[config.mk]
export PLATFORM = sky130hd
export DESIGN_NAME = uart_tx_arbiter
export DESIGN_NICKNAME = d
export VERILOG_FILES = /design/src/rtl/uart_tx_arbiter.sv
export SDC_FILE = /design/constraint.sdc
export NUM_CORES = 1
export LEC_CHECK = 0
export CAP_MARGIN = 20
export CELL_PAD_IN_SITES_DETAIL_PLACEMENT = 1
export CELL_PAD_IN_SITES_GLOBAL_PLACEMENT = 1
export CORE_MARGIN = 2
export CORE_UTILIZATION = 39
export DETAILED_ROUTE_END_ITERATION = 12
export PLACE_DENSITY_LB_ADDON = 0.1
export SYNTH_ARGS = -nofsm -noshare
export SYNTH_HDL_FRONTEND = slang
export SYNTH_SLANG_ARGS = --single-unit
[constraint.sdc]
create_clock -name clk -period 5.9 [get_ports clk]
set_clock_uncertainty 0.05 [all_clocks]
set_input_delay 0.59 -clock clk [delete_from_list [all_inputs] [get_ports clk]]
set_output_delay 0.59 -clock clk [all_outputs]
set_load 0.005 [all_outputs]
[src/rtl/uart_tx_arbiter.sv]
// uart_tx_arbiter
//
// Shares one UART transmitter between four byte sources. This block grants
// one requester at a time in round-robin order and registers that
// requester's byte onto tx_data. It then pulses tx_start and ack together for
// one cycle and follows the transmitter's tx_busy flag through the frame. An
// owner that keeps its request up may send up to MAX_BURST bytes
// back-to-back before the grant rotates. If tx_busy never rises after a
// start, the frame is abandoned after BUSY_TIMEOUT cycles and err pulses.
//
// Handshake: req[i] is a level held while requester i has a byte on
// req_data[8i+7:8i]. ack[i] pulses for one cycle when that byte has been
// taken. From the next cycle on, the requester shows its next byte or drops
// req[i]. The byte is sampled only on the cycle that leads into SEND.
//
// Ports
//   clk        system clock, rising edge
//   rst        asynchronous, active-high reset
//   en         allows new grants from IDLE; has no effect on a grant in progress
//   req[3:0]   per-requester request level
//   req_data   four packed bytes, requester i on [8i+7:8i]
//   ack[3:0]   one-cycle "byte taken" pulse to the owner
//   grant[3:0] one-hot owner of the transmitter, zero when idle
//   tx_data    byte to the transmitter, stable from tx_start to end of frame
//   tx_start   one-cycle start strobe to the transmitter
//   tx_busy    transmitter frame in progress
//   err        one-cycle pulse when tx_busy fails to rise in time
//   state_dbg  current FSM state (IDLE=0, SEND=1, WAIT_BUSY=2, WAIT_DONE=3)

module uart_tx_arbiter #(
    parameter int unsigned MAX_BURST    = 4,
    parameter int unsigned BUSY_TIMEOUT = 16
) (
    input  logic        clk,
    input  logic        rst,
    input  logic        en,
    input  logic [3:0]  req,
    input  logic [31:0] req_data,
    output logic [3:0]  ack,
    output logic [3:0]  grant,
    output logic [7:0]  tx_data,
    output logic        tx_start,
    input  logic        tx_busy,
    output logic        err,
    output logic [1:0]  state_dbg
);

    typedef enum logic [1:0] {
        IDLE      = 2'd0,
        SEND      = 2'd1,
        WAIT_BUSY = 2'd2,
        WAIT_DONE = 2'd3
    } state_t;

    localparam logic [3:0] BURST_LAST = 4'(MAX_BURST - 1);
    localparam logic [7:0] TIMEOUT_V  = 8'(BUSY_TIMEOUT);

    // Registered state
    state_t      state;
    logic [1:0]  cur;
    logic [1:0]  last;
    logic [3:0]  burst_cnt;
    logic [7:0]  to_cnt;

    // Next-state values
    state_t      state_n;
    logic [1:0]  cur_n;
    logic [1:0]  last_n;
    logic [3:0]  burst_cnt_n;
    logic [7:0]  to_cnt_n;
    logic [3:0]  grant_n;
    logic [3:0]  ack_n;
    logic [7:0]  tx_data_n;
    logic        tx_start_n;
    logic        err_n;

    // Round-robin pick
    logic [1:0]  sel;
    logic [1:0]  cand;
    logic        found;
    logic [7:0]  to_inc;

    assign state_dbg = state;
    assign to_inc    = to_cnt + 8'd1;

    // Search last+1, last+2, last+3, last (mod 4). The fourth candidate
    // wraps back to the previous owner, so it can win only if nobody else is
    // asking.
    always_comb begin
        sel   = last;
        cand  = 2'd0;
        found = 1'b0;
        for (int k = 1; k <= 4; k++) begin
            cand = last + 2'(k);
            if (!found && req[cand]) begin
                sel   = cand;
                found = 1'b1;
            end
        end
    end

    // Next-state and registered-output logic. tx_start, ack and err are
    // pulses: they default low and are raised only on the transition that
    // produces them, so each one lasts exactly one cycle.
    always_comb begin
        state_n     = state;
        cur_n       = cur;
        last_n      = last;
        burst_cnt_n = burst_cnt;
        to_cnt_n    = to_cnt;
        grant_n     = grant;
        tx_data_n   = tx_data;
        ack_n       = 4'b0000;
        tx_start_n  = 1'b0;
        err_n       = 1'b0;

        unique case (state)
            IDLE: begin
                if (en && found) begin
                    grant_n     = 4'b0001 << sel;
                    cur_n       = sel;
                    tx_data_n   = req_data[{sel, 3'b000} +: 8];
                    burst_cnt_n = 4'd0;
                    tx_start_n  = 1'b1;
                    ack_n       = 4'b0001 << sel;
                    state_n     = SEND;
                end
            end

            SEND: begin
                // tx_start/ack are high during this cycle.
                to_cnt_n = 8'd0;
                state_n  = WAIT_BUSY;
            end

            WAIT_BUSY: begin
                if (tx_busy) begin
                    state_n = WAIT_DONE;
                end else if (to_inc == TIMEOUT_V) begin
                    // Transmitter never acknowledged the start: abandon the
                    // grant and let the next requester in line have a turn.
                    err_n    = 1'b1;
                    last_n   = cur;
                    grant_n  = 4'b0000;
                    to_cnt_n = 8'd0;
                    state_n  = IDLE;
                end else begin
                    to_cnt_n = to_inc;
                end
            end

            WAIT_DONE: begin
                if (!tx_busy) begin
                    // en does not affect a burst continuation, only new grants.
                    if (req[cur] && (burst_cnt < BURST_LAST)) begin
                        tx_data_n   = req_data[{cur, 3'b000} +: 8];
                        burst_cnt_n = burst_cnt + 4'd1;
                        tx_start_n  = 1'b1;
                        ack_n       = 4'b0001 << cur;
                        state_n     = SEND;
                    end else begin
                        last_n  = cur;
                        grant_n = 4'b0000;
                        state_n = IDLE;
                    end
                end
            end

            default: begin
                state_n = IDLE;
            end
        endcase
    end

    always_ff @(posedge clk or posedge rst) begin
        if (rst) begin
            state     <= IDLE;
            cur       <= 2'd0;
            last      <= 2'd3;   // requester 0 is searched first after reset
            burst_cnt <= 4'd0;
            to_cnt    <= 8'd0;
            grant     <= 4'b0000;
            ack       <= 4'b0000;
            tx_data   <= 8'h00;
            tx_start  <= 1'b0;
            err       <= 1'b0;
        end else begin
            state     <= state_n;
            cur       <= cur_n;
            last      <= last_n;
            burst_cnt <= burst_cnt_n;
            to_cnt    <= to_cnt_n;
            grant     <= grant_n;
            ack       <= ack_n;
            tx_data   <= tx_data_n;
            tx_start  <= tx_start_n;
            err       <= err_n;
        end
    end

    // Structural properties of the outputs.
    a_start_single : assert property (@(posedge clk) disable iff (rst)
        tx_start |=> !tx_start);
    a_grant_onehot : assert property (@(posedge clk) disable iff (rst)
        $onehot0(grant));
    a_err_clears   : assert property (@(posedge clk) disable iff (rst)
        err |-> (grant == 4'b0000));
    a_ack_is_start : assert property (@(posedge clk) disable iff (rst)
        (ack != 4'b0000) |-> (tx_start && (ack == grant)));

endmodule

==> flow_summary_export.csv, run 1 <==
group,metric,value,unit
status,status,"finished, final reports clean",
synth,synth_top_area_share,38.1,%
power,power,1.28,mW
synth,synth.distinct_cells,56,
cts,cts.sink_count,36,
synth,synth.top_cells.by_area,"dfrtp_1 38%, ha_1 4.5%, o21ai_0 3.8%",
flow_run,maxCapViolCount,0,
synth,synthCells,241,
placed_design,numPortBuffers,59,
sta,finalSetupTns,0,ns
placed_design,place_congestion,0.785,
layout,layout_commonest_cell,"clkdlybuf4s50_1",
die,core_area,5510,um^2
synth,syn_area,2230,um^2
worst_setup_path,r2r_slack,2.70,ns
layout,insertedDiodeCount,0,
routing,postRouteAntennaNets,0,
synth,synth_top_cell_by_area,"dfrtp_1",
routing,dr.pass1.iters,4,
routing,drc_errors,0,
worst_setup_path,startpoint_type,"flip-flop",
power,vdd_drop_max,0.228,mV
worst_setup_path,crit_family,"simple AND/OR/NAND/NOR gates",
sta,maxSlewViolCount,0,
worst_setup_path,cpPeakStageDelay,0.50,ns
cts,cts_tree,"built",
grt,grt_pass1_wl,9.92,mm
synth,synth-edff-count,0,
worst_setup_path,cp.buffers_inverters,2,
power,power_density,430,nW/um^2
die,rows,27,
synth,synth_nets,289,
layout,multi_input_area,1220,um^2
cts,cts_buffer_depth,2,
grt,grt_max_degree,37,
cts,cts_root_buffer,"clkbuf_8",
sta,timing.fmax,312,MHz
worst_setup_path,worst-path-stages,8,
min_path,hold_path_class,"reg -> reg",
sta,fin_crit,3.20,ns
routing,routedWlPerCell,15.8,um
die,fp.dieW,79.7,um
sta,slew_headroom,45.8,%
sta,holdWs,0.444,ns
routing,dr.first_iter.drc_count,85,
layout,mostFrequentLayoutCells,"59 x clkdlybuf4s50_1, 34 x dfrtp_1, 21 x nor2_1, 17 x o21ai_0, 14 x nand2_1",
worst_setup_path,slowest_stage,"ha_1",
layout,ff_latch_area,903,um^2
cts,postCtsSetupRepairBufs,0,
layout,drive_gt1_share,8.00,%
worst_setup_path,worst-r2r-cell-count,8,
sta,finalSetupViolations,0,
synth,synth_ff_type,"dfrtp_1",
die,pin_count,60,
worst_setup_path,r2r-start,"state_dbg[0]",
grt,grt_util_met1,24.1,%
cts,postCtsHoldBufs,0,
routing,wl,5.87,mm
grt,overflow,0,
worst_setup_path,arrival,3.30,ns
synth,ys_seq_elements,36,
cts,numCtsBuffers,5,
worst_setup_path,rr_endpoint,"tx_data[7]",
routing,vias_per_cell,5.58,
worst_setup_path,critical_path_class,"reg -> reg",
placed_design,dpl.hpwl,4.45,mm
cts,h-tree-depth,2,
power,leakagePower,1.24,nW
grt,top_usage_layer,"met2",
grt,grt_pass1_vias,2145,
routing,vias,2076,
synth,yosysSeqAreaShare,40.4,%
layout,synthToLayoutAreaGrowth,32.8,%
sta,tightest_slew,0.808,ns
layout,fillCellCount,652,
worst_setup_path,critPathRequiredTime,6.00,ns
worst_setup_path,crit_path_cell_trace,"ha_1, clkinv_1, nor4_1, nand2_1, a21oi_1, buf_4, and2_0, a221oi_1",
worst_setup_path,worstSetupEndpoint,"tx_data[7]",
layout,nNetsFinal,347,
synth,avgSynthCellArea,9.27,um^2
cts,clk-insertion-delay-late,0.29,ns
cts,cts_resized,0,
sta,final.period_utilization,54.2,%
sta,rsz0062_at_grt,"no",
grt,antenna_found_initial,0,
worst_setup_path,cp-startpoint,"state_dbg[0]",
synth,yosys_warnings,0,
grt,grt.met2_usage,34.0,%
grt,grt_usage,19.8,%
worst_setup_path,setup.worst_path.end_class,"flip-flop",
min_path,hp-start,"grant[0]",
die,dieArea,6350,um^2
grt,grt_util_met3,4.98,%
sta,hold_viol,0,
sta,fin_ws,2.70,ns
synth,async_reset_ff_share,100,%
die,initial_core_util,40.6,%
placed_design,post-place-ws,2.72,ns
cts,cts.clk_slew.worst_paths,0.07,ns
worst_setup_path,cp_max_fo,24,
die,dieHeight,79.7,um
==> flip-flops by register name, summed over array words and instances (netlist names) <==
signal	flops
ack	4
last	2
burst_cnt	4
state_dbg	2
tx_start	1
tx_data	8
to_cnt	8
grant	4
cur	2
err	1
==> Yosys cell counts, drive strengths merged, types with 2 or more instances <==
library cell / n
and2: 10
nand3: 10
dfrtp: 34
clkbuf: 5
nor2: 21
a211oi: 10
dfstp: 2
and3: 2
nand2b: 3
or3: 4
mux2: 3
nor4: 4
a221oi: 8
ha: 8
o2bb2ai: 2
nand2: 14
nor2b: 4
o21ai: 18
a21oi: 14
a21boi: 3
nand4: 2
a22o: 3
a31oi: 5
mux2i: 8
nor3: 5
a21o: 3
buf: 6
inv: 11
==> metal layers <==
metal / vias up / part of all wire [%]
met5: - / 0
met4: 0 / 1.8
met3: 10 / 5.8
met2: 55 / 48
met1: 997 / 44
li1: 1014 / -
==> cell type report <==
| class | instances | share of cell area [%] |
|---|---|---|
| inverters | 12 | 1.52 |
| repair buffers | 62 | 20.7 |
| multi-input cells | 182 | 41.2 |
| clock inverters | 2 | 0.337 |
| flip-flops and latches | 36 | 30.5 |
| well taps | 72 | 3.04 |
| clock buffers | 6 | 2.78 |
==> through the flow <==
| stage | std cells | instance area, um^2 | util [%] |
|---|---|---|---|
| after floorplan | 241 | 2230 | - |
| after global placement | 364 | 2870 | 52.2 |
| after detailed placement | 364 | 2870 | 52.2 |
| after CTS | 372 | 2970 | 53.9 |
| after global routing | 372 | 2970 | 53.9 |
| final | 372 | 2970 | 53.9 |
==> power breakdown <==
| part | total [mW] | switching, mW | internal, mW | leakage [nW] |
|---|---|---|---|---|
| Clock | 0.182 | 0.0893 | 0.0931 | 0.0510 |
| Sequential | 0.400 | 0.0711 | 0.329 | 0.458 |
| Combinational | 0.693 | 0.362 | 0.330 | 0.735 |
==> logic make-up after synthesis <==
kind of cell,synth area share (%)
multiplexers,6.10
buffers and inverters,4.87
adder cells (fa/ha/maj),4.48
AND/OR/NAND/NOR,19.4
AO/OA/AOI/OAI,24.4
XOR/XNOR,0.392
flip-flops,40.4
==> worst register-to-register path: cells and delay by family, from the launching register on <==
family / cells / cell delay [ns]
fa+ha+maj: 1 / 0.50
simple gates: 3 / 1.08
buf+inv: 2 / 0.65
compound gates: 2 / 0.33
flops: 1 / 0.47
==> worst min path at each step <==
| stage | end | slack (ns) | depth (start not counted) |
|---|---|---|---|
| 6_report | grant[0] | 0.44 | 1 |
| 3_3_place_gp | grant[0] | 0.43 | 1 |
| 4_1_cts | grant[0] | 0.45 | 1 |
| 3_5_place_dp | grant[0] | 0.43 | 1 |
| 2_1_floorplan | burst_cnt[3] | 0.42 | 2 |
| 5_1_grt | burst_cnt[3] | 0.49 | 2 |
No activity file was read; power rests on OpenSTA's default activity.
==> run 2, diff against run 1 <==
--- a/config.mk
+++ b/config.mk
@@ -9,7 +9,7 @@
 export CELL_PAD_IN_SITES_DETAIL_PLACEMENT = 1
 export CELL_PAD_IN_SITES_GLOBAL_PLACEMENT = 1
 export CORE_MARGIN = 2
-export CORE_UTILIZATION = 39
+export CORE_UTILIZATION = 36
 export DETAILED_ROUTE_END_ITERATION = 12
 export PLACE_DENSITY_LB_ADDON = 0.1
 export SYNTH_ARGS = -nofsm -noshare
==> constraint.sdc (replaced) <==
create_clock -name clk -period 3.3 [get_ports clk]
set_clock_uncertainty 0.05 [all_clocks]
set_input_delay 0.33 -clock clk [delete_from_list [all_inputs] [get_ports clk]]
set_output_delay 0.33 -clock clk [all_outputs]
set_load 0.005 [all_outputs]
==> run 2 against run 1 <==
Worst hold slack got worse by 0.047 ns. Via count rose by 0.72%. Clock-buffer cell count up 1. Final cell count increased by 1.3%. Sequential share of layout area fell by 0.31 points. Sequential power up 79%. Register-to-register slack worse by 2.1 ns. Largest power group unchanged. Highest routed layer unchanged. Critical path depth fell by 1. Wire length rose by 4.0%. Combinational power up 83%.
==> flow_summary_export.csv, run 2 (synthesis gave the netlist of run 1 again) <==
group,metric,value,unit
routing,wl,6.10,mm
power,power_density,779,nW/um^2
worst_setup_path,cp_max_fo,8,
layout,drive_gt1_share,8.61,%
die,dieArea,6850,um^2
layout,final_core_util,50.3,%
grt,grt_usage,19.1,%
worst_setup_path,crit_family,"simple AND/OR/NAND/NOR gates",
layout,mostFrequentLayoutCells,"59 x clkdlybuf4s50_1, 34 x dfrtp_1, 21 x nor2_1, 17 x o21ai_0, 14 x nand2_1",
sta,slew_headroom,46.5,%
placed_design,place_congestion,0.779,
sta,holdWs,0.396,ns
grt,grt_max_degree,37,
sta,fin_crit,2.68,ns
placed_design,dp_cells,370,
routing,routedWlPerCell,16.2,um
layout,stdcell_count,377,
placed_design,numPortBuffers,59,
worst_setup_path,critPathRequiredTime,3.39,ns
die,fp.dieW,82.8,um
sta,final.period_utilization,81.1,%
cts,cts_buffer_depth,2,
routing,dr.pass1.iters,4,
power,leakagePower,1.26,nW
routing,vias_per_cell,5.55,
min_path,hold_path_class,"in -> async",
grt,overflow,0,
power,power,2.33,mW
layout,top_regs,"to_cnt (8), tx_data (8)",
die,rows,28,
worst_setup_path,critical_path_class,"reg -> reg",
routing,wl_met3,270,um
grt,grt_pass1_vias,2072,
routing,vias,2091,
cts,numCtsBuffers,5,
layout,synthToLayoutAreaGrowth,34.1,%
sta,maxSlewViolCount,0,
layout,fillCellCount,725,
cts,cts.sink_count,36,
sta,finalSetupTns,0,ns
flow_run,maxCapViolCount,0,
routing,wl_met2,2.84,mm
layout,layout_commonest_cell,"clkdlybuf4s50_1",
sta,rsz0062_at_grt,"no",
worst_setup_path,startpoint_type,"flip-flop",
sta,tightest_slew,0.796,ns
grt,grt_pass1_wl,10.0,mm
routing,dr.first_iter.drc_count,100,
cts,cts_root_buffer,"clkbuf_8",
worst_setup_path,slowest_stage,"dfrtp_1",
cts,cts_resized,0,
sta,finalSetupViolations,0,
cts,postCtsSetupRepairBufs,0,
cts,h-tree-depth,2,
routing,postRouteAntennaNets,0,
die,initial_core_util,37.5,%
cts,postCtsHoldBufs,0,
routing,top_layer_used,"met4",
sta,timing.fmax,374,MHz
power,vdd_drop_max,0.364,mV
routing,m1WireLength,2.93,mm
cts,cts_tree,"built",
die,pin_count,60,
worst_setup_path,arrival,2.77,ns
layout,insertedDiodeCount,0,
layout,nNetsFinal,350,
worst_setup_path,cp.buffers_inverters,1,
routing,drc_errors,0,
sta,hold_viol,0,
die,core_area,5960,um^2
die,dieHeight,82.8,um
placed_design,dpl.hpwl,4.58,mm
status,status,"finished, final reports clean",
worst_setup_path,setup.worst_path.end_class,"flip-flop",
grt,antenna_found_initial,0,
worst_setup_path,cpPeakStageDelay,0.49,ns
cts,clk-insertion-delay-late,0.29,ns
worst_setup_path,crit_path_cell_trace,"ha_1, clkinv_1, nor4_1, nand2_1, a21oi_1, and2_0, a221oi_1",
cts,cts.clk_slew.worst_paths,0.07,ns
-- run 2: cell count changes in the layout (fill, tap and decap cells not counted) --
cell and change:
clkbuf_8 +1, buf_4 +3, clkinv_2 -2
-- run 2: tightest hold or removal path: cells and delay by family --
kind	cells	cell delay, ns
buffers and inverters	3	0.84
-- run 2: where the power goes --
part	total [mW]	internal (mW)	switching (mW)
clock network	0.345	0.186	0.158
registers	0.717	0.588	0.129
logic	1.27	0.610	0.662
-- run 2: layout make-up --
class                           count  area (um^2)  area share (%)
Clock buffer                        7         96.3            3.22
Inverter                           12         45.0            1.50
Multi-Input combinational cell    182         1220            40.8
Sequential cell                    36          903            30.1
Tap cell                           75         93.8            3.13
Timing Repair Buffer               65          636            21.2
-- run 2: worst paths after layout --
path / startpoint / endpoint / slack (ns) / depth (start not counted)
worst max-delay path: state_dbg[0] / tx_data[7] / 0.62 / 7
worst min-delay path: rst / to_cnt[3] / 0.40 / 3
worst min register to register: grant[2] / grant[2] / 0.45 / 1
max in group asynchronous: rst / last[0] / 2.46 / 3
worst max register to register: state_dbg[0] / tx_data[7] / 0.62 / 7
min in group clk: grant[2] / grant[2] / 0.45 / 1
-- run 2: per-stage QoR --
stage | area, um^2 | setup slack, ns
4_1_cts | 3000 | 0.558
3_3_place_gp | 2900 | 0.534
2_1_floorplan | 2230 | 0.967
3_5_place_dp | 2900 | 0.441
6_report | 3000 | 0.625
5_1_grt | 3000 | 0.336
-- run 2: per-layer routing --
layer	up-vias	global-route usage, %
met5	-	0
met4	0	3.93
met3	6	4.33
met2	58	31.9
met1	1012	25.5
li1	1015	-
==> run 3, diff against run 2 <==
==> constraint.sdc (replaced) <==
create_clock -name clk -period 2.6 [get_ports clk]
set_clock_uncertainty 0.05 [all_clocks]
set_input_delay 0.26 -clock clk [delete_from_list [all_inputs] [get_ports clk]]
set_output_delay 0.26 -clock clk [all_outputs]
set_load 0.005 [all_outputs]
==> run 3 against run 2 <==
Via count is 2.6% higher. First-iteration DRC count is 42% lower. Highest routed layer unchanged. Maximum frequency rose by 14%. Critical path depth down 1. Die area stayed put. Core utilization grew 1.4 points. Critical path type unchanged.
==> flow_summary_export.csv, run 3 (synthesis gave the netlist of run 1 again) <==
group,metric,value,unit
layout,layout_commonest_cell,"clkdlybuf4s50_1",
cts,cts_root_buffer,"clkbuf_8",
layout,mostFrequentLayoutCells,"59 x clkdlybuf4s50_1, 34 x dfrtp_1, 21 x nor2_1, 17 x o21ai_0, 14 x nand2_1",
grt,grt_max_degree,37,
sta,timing.fmax,427,MHz
placed_design,post-place-ws,0.0372,ns
sta,tightest_slew,0.482,ns
layout,insertedDiodeCount,0,
die,dieHeight,82.8,um
min_path,hold_path_class,"in -> async",
cts,postCtsSetupRepairBufs,0,
cts,clk-insertion-delay-late,0.29,ns
die,dieArea,6850,um^2
sta,hold_viol,0,
grt,grt_usage,20.2,%
sta,finalSetupViolations,0,
routing,drc_errors,0,
cts,cts.sink_count,36,
worst_setup_path,cp.buffers_inverters,0,
die,pin_count,60,
routing,dr.pass1.iters,4,
routing,postRouteAntennaNets,0,
die,initial_core_util,37.5,%
sta,rsz0062_at_grt,"no",
routing,wl,6.36,mm
die,core_area,5960,um^2
routing,wl_met3,368,um
cts,h-tree-depth,2,
sta,finalSetupTns,0,ns
grt,antenna_found_initial,0,
placed_design,dp_cells,377,
layout,stdcell_count,385,
worst_setup_path,cp-startpoint,"to_cnt[4]",
grt,overflow,0,
power,power_density,1020,nW/um^2
power,leakagePower,1.31,nW
routing,wl_met2,3.06,mm
worst_setup_path,cpPeakStageDelay,0.48,ns
layout,nNetsFinal,357,
routing,vias_per_cell,5.57,
cts,cts.clk_slew.worst_paths,0.08,ns
sta,fin_ws,0.258,ns
placed_design,place_congestion,0.783,
power,power,3.13,mW
layout,top_regs,"to_cnt (8), tx_data (8)",
routing,routedWlPerCell,16.5,um
sta,fin_crit,2.34,ns
die,fp.dieW,82.8,um
placed_design,dpl.hpwl,4.81,mm
routing,dr.first_iter.drc_count,58,
status,status,"finished, final reports clean",
worst_setup_path,critPathRequiredTime,2.73,ns
worst_setup_path,arrival,2.47,ns
worst_setup_path,cp_max_fo,7,
die,rows,28,
cts,cts_buffer_depth,2,
grt,grt_pass1_wl,10.5,mm
worst_setup_path,r2r-start,"to_cnt[4]",
sta,maxSlewViolCount,0,
power,vdd_drop_max,0.496,mV
cts,cts_tree,"built",
sta,final.period_utilization,90.1,%
routing,m1WireLength,2.87,mm
worst_setup_path,crit_path_cell_trace,"and4_1, and3_1, a21oi_2, or3_4, a2111o_1, a22o_1",
grt,grt_pass1_vias,2169,
routing,top_layer_used,"met4",
worst_setup_path,crit_family,"simple AND/OR/NAND/NOR gates",
cts,numCtsBuffers,5,
flow_run,maxCapViolCount,0,
worst_setup_path,slowest_stage,"a2111o_1",
placed_design,numPortBuffers,59,
worst_setup_path,startpoint_type,"flip-flop",
worst_setup_path,critical_path_class,"reg -> reg",
sta,slew_headroom,67.8,%
sta,holdWs,0.336,ns
routing,vias,2146,
layout,drive_gt1_share,11.0,%
worst_setup_path,setup.worst_path.end_class,"flip-flop",
layout,synthToLayoutAreaGrowth,37.8,%
==> run 3: changes by cell type in the layout (fill, tap and decap cells not counted) <==
cell | before | now
bufinv_16 | 0 | 1
and2_0 | 1 | 0
and2_1 | 9 | 10
buf_4 | 6 | 13
==> run 3: report_power, final <==
part / internal [mW] / switching [mW]
combinational: 0.818 / 0.862
sequential: 0.746 / 0.162
clock: 0.339 / 0.205
==> run 3: worst register-to-register path: stages (launching register included) <==
cell	delay, ns
dfrtp_1	0.45
and4_1	0.35
and3_1	0.21
a21oi_2	0.07
or3_4	0.42
a2111o_1	0.48
a22o_1	0.20
==> run 3: final cells by class <==
cell class	instances	area (um^2)
Clock buffer	7	96.3
Clock inverter	1	30.0
Tap cell	75	93.8
Timing Repair Buffer	72	688
Inverter	12	45.0
Fill cell	704	2880
Sequential cell	36	903
Multi-Input combinational cell	182	1220
==> run 3: metal layers <==
metal | GRT usage [%] | up-vias
met5 | 0 | -
met4 | 5.74 | 0
met3 | 6.06 | 6
met2 | 34.3 | 59
met1 | 24.9 | 1048
li1 | - | 1033
==> run 3: repair_timing <==
item / 4_1_cts / 5_1_grt
setup endpoints to repair: 0 / 3
hold buffers: 0 / 0
gates resized for setup: 0 / 1
==> run 3: path summary, 6_finish.rpt <==
path                        endpoint  slack (ns)  cells past startpoint
setup / recovery            grant[1]        0.26                      6
hold / removal             to_cnt[4]        0.34                      3
setup reg to reg            grant[1]        0.26                      6
hold reg to reg             grant[0]        0.44                      1
max in group asynchronous    last[0]        1.81                      3
min in group clk            grant[0]        0.44                      1
==> run 3: metrics by stage <==
stage	instance area, um^2	util (%)
detailed placement	2950	49.6
global route	3080	51.7
CTS	3080	51.7
global placement	2950	49.6
floorplan	2230	-
finish	3080	51.7
